$ cat config.mk
export PLATFORM = sky130hd
export DESIGN_NAME = pipe_fetch_unit
export DESIGN_NICKNAME = d
export VERILOG_FILES = /design/src/rtl/pipe_fetch_unit.sv
export SDC_FILE = /design/constraint.sdc
export NUM_CORES = 1
export LEC_CHECK = 0
export CORE_AREA = 2 2 141 115
export DETAILED_ROUTE_END_ITERATION = 6
export DIE_AREA = 0 0 143 117
export DONT_BUFFER_PORTS = 1
export PLACE_DENSITY = 0.74
export SKIP_CTS_REPAIR_TIMING = 1
export SYNTH_ARGS = -nofsm -noshare
export SYNTH_HDL_FRONTEND = slang
export SYNTH_SLANG_ARGS = --single-unit
$ cat constraint.sdc
create_clock -name clk -period 5 [get_ports clk]
set_input_delay 0.75 -clock clk [delete_from_list [all_inputs] [get_ports clk]]
set_output_delay 0.75 -clock clk [all_outputs]
set_load 0.005 [all_outputs]
$ cat src/rtl/pipe_fetch_unit.sv
// IF stage: owns the fetch PC, runs a single-outstanding req/ack imem port and a prefetch FIFO.
// Latency: with a zero-wait memory, a word appears on IFinst one cycle after its request cycle.
// Backpressure: IFwip=0 holds the head word; once the FIFO is full, no new request issues.
module pipe_fetch_unit #(
    parameter logic [31:0] RESET_PC  = 32'h0000_0000,
    parameter logic [31:0] NOP_INST  = 32'h0000_0000,
    parameter int          BUF_DEPTH = 2
) (
    input  logic        clk,
    input  logic        clrn,
    input  logic        IFwip,
    input  logic        IDwillJump,
    input  logic [31:0] IDjumpPc,
    output logic        imem_req,
    output logic [31:0] imem_addr,
    input  logic        imem_ack,
    input  logic [31:0] imem_rdata,
    output logic [31:0] IFinst,
    output logic [31:0] IFp4,
    output logic        IFvalid
);
    localparam int PW = $clog2(BUF_DEPTH);
    localparam logic [PW:0] DEPTH = (PW+1)'(BUF_DEPTH);

    typedef struct packed {
        logic [31:0] inst;
        logic [31:0] p4;
    } entry_t;

    entry_t          fifo_q [BUF_DEPTH];
    logic [PW-1:0]   rd_ptr;
    logic [PW-1:0]   wr_ptr;
    logic [PW:0]     count;
    logic [PW:0]     count_nxt;
    logic [31:0]     fpc;
    logic [31:0]     fpc_nxt;
    logic [31:0]     fpc_p4;
    logic            discard;
    logic            ack_hit;
    logic            hold;
    logic            push;
    logic            pop;
    logic            unused_jump_lsb;

    assign unused_jump_lsb = ^IDjumpPc[1:0];

    // imem_addr is held for the whole handshake, so it doubles as the PC of the returning word.
    assign ack_hit = imem_req & imem_ack;
    assign hold    = imem_req & ~imem_ack;
    assign fpc_p4  = imem_addr + 32'd4;
    assign push    = ack_hit & ~discard & ~IDwillJump;
    assign pop     = IFwip & IFvalid & ~IDwillJump;

    always_comb begin
        count_nxt = count;
        if (IDwillJump) begin
            count_nxt = '0;
        end else begin
            case ({push, pop})
                2'b10:   count_nxt = count + 1'b1;
                2'b01:   count_nxt = count - 1'b1;
                default: count_nxt = count;
            endcase
        end
    end

    always_comb begin
        fpc_nxt = fpc;
        if (IDwillJump)
            fpc_nxt = {IDjumpPc[31:2], 2'b00};
        else if (push)
            fpc_nxt = fpc_p4;
    end

    always_ff @(posedge clk or negedge clrn) begin
        if (!clrn) begin
            fpc       <= {RESET_PC[31:2], 2'b00};
            count     <= '0;
            rd_ptr    <= '0;
            wr_ptr    <= '0;
            imem_req  <= 1'b0;
            imem_addr <= {RESET_PC[31:2], 2'b00};
            discard   <= 1'b0;
        end else begin
            fpc   <= fpc_nxt;
            count <= count_nxt;
            if (IDwillJump) begin
                rd_ptr <= '0;
                wr_ptr <= '0;
            end else begin
                if (push) wr_ptr <= wr_ptr + 1'b1;
                if (pop)  rd_ptr <= rd_ptr + 1'b1;
            end
            // A pending request cannot be withdrawn; a redirect only marks its data as stale.
            if (hold) begin
                discard <= discard | IDwillJump;
            end else begin
                imem_req  <= (count_nxt < DEPTH);
                imem_addr <= fpc_nxt;
                discard   <= 1'b0;
            end
        end
    end

    always_ff @(posedge clk) begin
        if (push)
            fifo_q[wr_ptr] <= '{inst: imem_rdata, p4: fpc_p4};
    end

    assign IFvalid = (count != '0);
    assign IFinst  = IFvalid ? fifo_q[rd_ptr].inst : NOP_INST;
    assign IFp4    = IFvalid ? fifo_q[rd_ptr].p4 : 32'd0;

endmodule

==> metrics.log <==
INFO  metric status = complete, no violations
INFO  metric dp_worst_slack = 2070 ps
INFO  metric antenna_cells = 0
INFO  metric cts_max_level = 4
INFO  metric slew_headroom = 22.1%
INFO  metric post_layout_min_period = 2870 ps
INFO  metric layout.core_utilization = 60.7%
INFO  metric clk_latency = 420 ps
INFO  metric power = 3.66 mW
INFO  metric hold_violations = 0
INFO  metric layout_worst_path_cycle_share = 57.4%
INFO  metric yosys_warnings = 0
INFO  metric post_drt_via_cell_ratio = 5.81
INFO  metric core = 15400 um2
INFO  metric dieArea = 16700 um2
INFO  metric regToRegSetupSlack = 2290 ps
INFO  metric syn-instance-count = 687
INFO  metric final-max-slew-violation-count = 0
INFO  metric worstPathRequired = 4250 ps
INFO  metric drive_above_1_share = 8.93%
INFO  metric cp.arrival = 2120 ps
INFO  metric route.final.wire_length = 18500 um
INFO  metric synth.lib_cells_used.distinct = 50
INFO  metric cts_tree = yes
INFO  metric areaGrowthSynthToFinish = 9.33%
INFO  metric worst_reg2reg_endpoint = imem_req
INFO  metric final_cell_mix = edfxtp_1 (128), nor2_1 (100), mux2i_1 (69), dfrtp_1 (69), nand2_1 (60)
INFO  metric grt_pass1_vias = 5125
INFO  metric cp_capture_type = output pin
INFO  metric cts.reportedPaths.clkPinSlew = 70 ps
INFO  metric cap_violations = 0
INFO  metric die_width = 143 um
INFO  metric synth_seq_cells = 198
INFO  metric num_vias = 5214
INFO  metric hold-worst-slack = 217 ps
INFO  metric power.static_leakage = 3.40 nW
INFO  metric syn_area_per_cell = 12.5 um2
INFO  metric grt_first_pass_wirelength = 27900 um
INFO  metric cts_buffers = 17
INFO  metric finClkSkew = 8.14 ps
INFO  metric most_frequent_standard_cell_in_the_layout_excluding_fill_and_tap_cells = edfxtp_1
INFO  metric mappedNetlistArea = 8570 um2
INFO  metric synth_sequential_area_ratio = 65.3%
INFO  metric worst_slack = 2130 ps
INFO  metric timing.critical_path.from_type = flip-flop
INFO  metric pwr_density_cell = 390 nW/um2
INFO  metric grt_util_all_layers = 22.3%
INFO  metric dp.final_hpwl = 11900 um
INFO  metric crit_fanout = 65
INFO  metric max_rail_drop_vdd = 0.000287 V
INFO  metric final_cells = 898
INFO  metric globalRoute.totalOverflow = 0
INFO  metric die_y = 117 um
INFO  metric grt_antenna_before_repair = 0
INFO  metric cts.sinks = 198
INFO  metric start_to_end_type_of_the_worst_setup_path = reg2out
INFO  metric wire_per_inst = 20.6 um
INFO  metric start_util = 55.5%
INFO  metric drc = 0
INFO  metric timing.fmax = 0.348 GHz
INFO  metric io_buffers = 0
INFO  metric place_congestion = 0.783
INFO  metric dr.pass1.iters = 6
INFO  metric timing_worst_slew_pin_value = 1170 ps
INFO  metric place.detailed.instances = 865
INFO  metric final_nets = 742
INFO  metric timing.final.setup_violations = 0
INFO  metric io-pin-count = 167
INFO  metric std_cell_rows = 41
INFO  metric reg2reg_depth = 11
INFO  metric clockBufferDepth = 2
INFO  metric rsz0062_at_grt = no
INFO  metric syn_nets = 759
INFO  metric finish.instance_area = 9370 um2
INFO  metric hold_class = in2async
INFO  metric grt_max_degree = 74
INFO  metric clockRootBuffer = clkbuf_16
INFO  metric initialDrtViolationCount = 414
INFO  metric postPlaceCellArea = 8740 um2
INFO  metric aggregate_negative_setup_slack = 0 ps
INFO  metric regToRegStartpoint = count[0]
INFO  metric ant_nets = 0
-- metal layers --
| metal | track usage (%) | wire length [um] | vias to the layer above |
|---|---|---|---|
| met2 | 34.3 | 8470 | 221 |
| met5 | 0 | 0 | - |
| met1 | 29.4 | 7790 | 2559 |
| li1 | - | - | 2416 |
| met3 | 9.72 | 2050 | 18 |
| met4 | 6.34 | 206 | 0 |
-- worst max-delay path, stage by stage, from the launching register on --
cell and delay [ps]:
dfrtp_4 1180, mux2i_1 200, nor2_1 250
-- logic make-up (layout without fill, tap and decap cells) --
logic type / after synthesis / after routing / share of synthesized area (%)
and+or+nand+nor: 222 / 222 / 12.1
DFF: 198 / 198 / 65.3
AOI/OAI and AO/OA: 95 / 95 / 7.13
muxes: 76 / 76 / 8.98
buffers and inverters: 64 / 60 / 3.04
xor gates and xnor gates: 29 / 29 / 3.05
adders and majority gates: 3 / 3 / 0.438
-- final cells by class --
type	count	area (um2)
Clock inverter	15	179
Inverter	21	78.8
Multi-Input combinational cell	425	2730
Fill cell	1225	6070
Tap cell	215	269
Sequential cell	198	5600
Timing Repair Buffer	7	85.1
Clock buffer	17	425
-- synthesized netlist by cell type (all sizes together) --
cell / n / area [um2]
edfxtp: 128 / 3840
nor2: 102 / 383
dfrtp: 70 / 1750
mux2i: 69 / 691
nand2: 60 / 225
o21ai: 34 / 170
clkbuf: 28 / 105
a21oi: 21 / 105
inv: 21 / 78.8
xor2: 18 / 158
buf: 15 / 76.3
nand3: 14 / 80.1
xnor2: 11 / 104
nand4: 9 / 62.6
nor2b: 9 / 56.3
a22oi: 7 / 52.6
mux2: 7 / 78.8
nor3: 7 / 40.0
o221ai: 7 / 67.6
a21o: 5 / 37.5
a221o: 5 / 50.1
a31oi: 4 / 25.0
and3: 4 / 25.0
a21bo: 3 / 30.0
and2: 3 / 18.8
and4: 3 / 26.3
ha: 3 / 37.5
nor4: 3 / 63.8
or3: 3 / 18.8
a311oi: 2 / 17.5
nand2b: 2 / 12.5
o31ai: 2 / 15.0
a211oi: 1 / 7.51
and3b: 1 / 8.76
nand3b: 1 / 7.51
o22a: 1 / 8.76
o22ai: 1 / 6.26
o2bb2ai: 1 / 8.76
o41ai: 1 / 8.76
or2: 1 / 6.26
-- where the power goes --
| part | leakage (nW) | switching (mW) | internal, mW |
|---|---|---|---|
| clock | 0.276 | 0.589 | 0.789 |
| combinational | 1.09 | 0.187 | 0.111 |
| sequential | 2.03 | 0.107 | 1.87 |
-- how the worst max path moves through the flow --
stage / slack (ps) / from / endpoint
after floorplan: 80 / imem_ack / fifo_q[0][0]
after global placement: 2140 / imem_ack / fifo_q[1][54]
after detailed placement: 2070 / imem_ack / fifo_q[0][24]
after CTS: 2110 / rd_ptr / IFp4[29]
after global routing: 1990 / rd_ptr / IFp4[29]
final: 2130 / rd_ptr / IFp4[29]
-- sequential cells by signal, summed over array words and instances, names as in the netlist --
name       count
wr_ptr         1
fifo_q       128
rd_ptr         1
imem_req       1
fpc           32
count          2
discard        1
imem_addr     32
No activity file was read; power rests on OpenSTA's default activity.
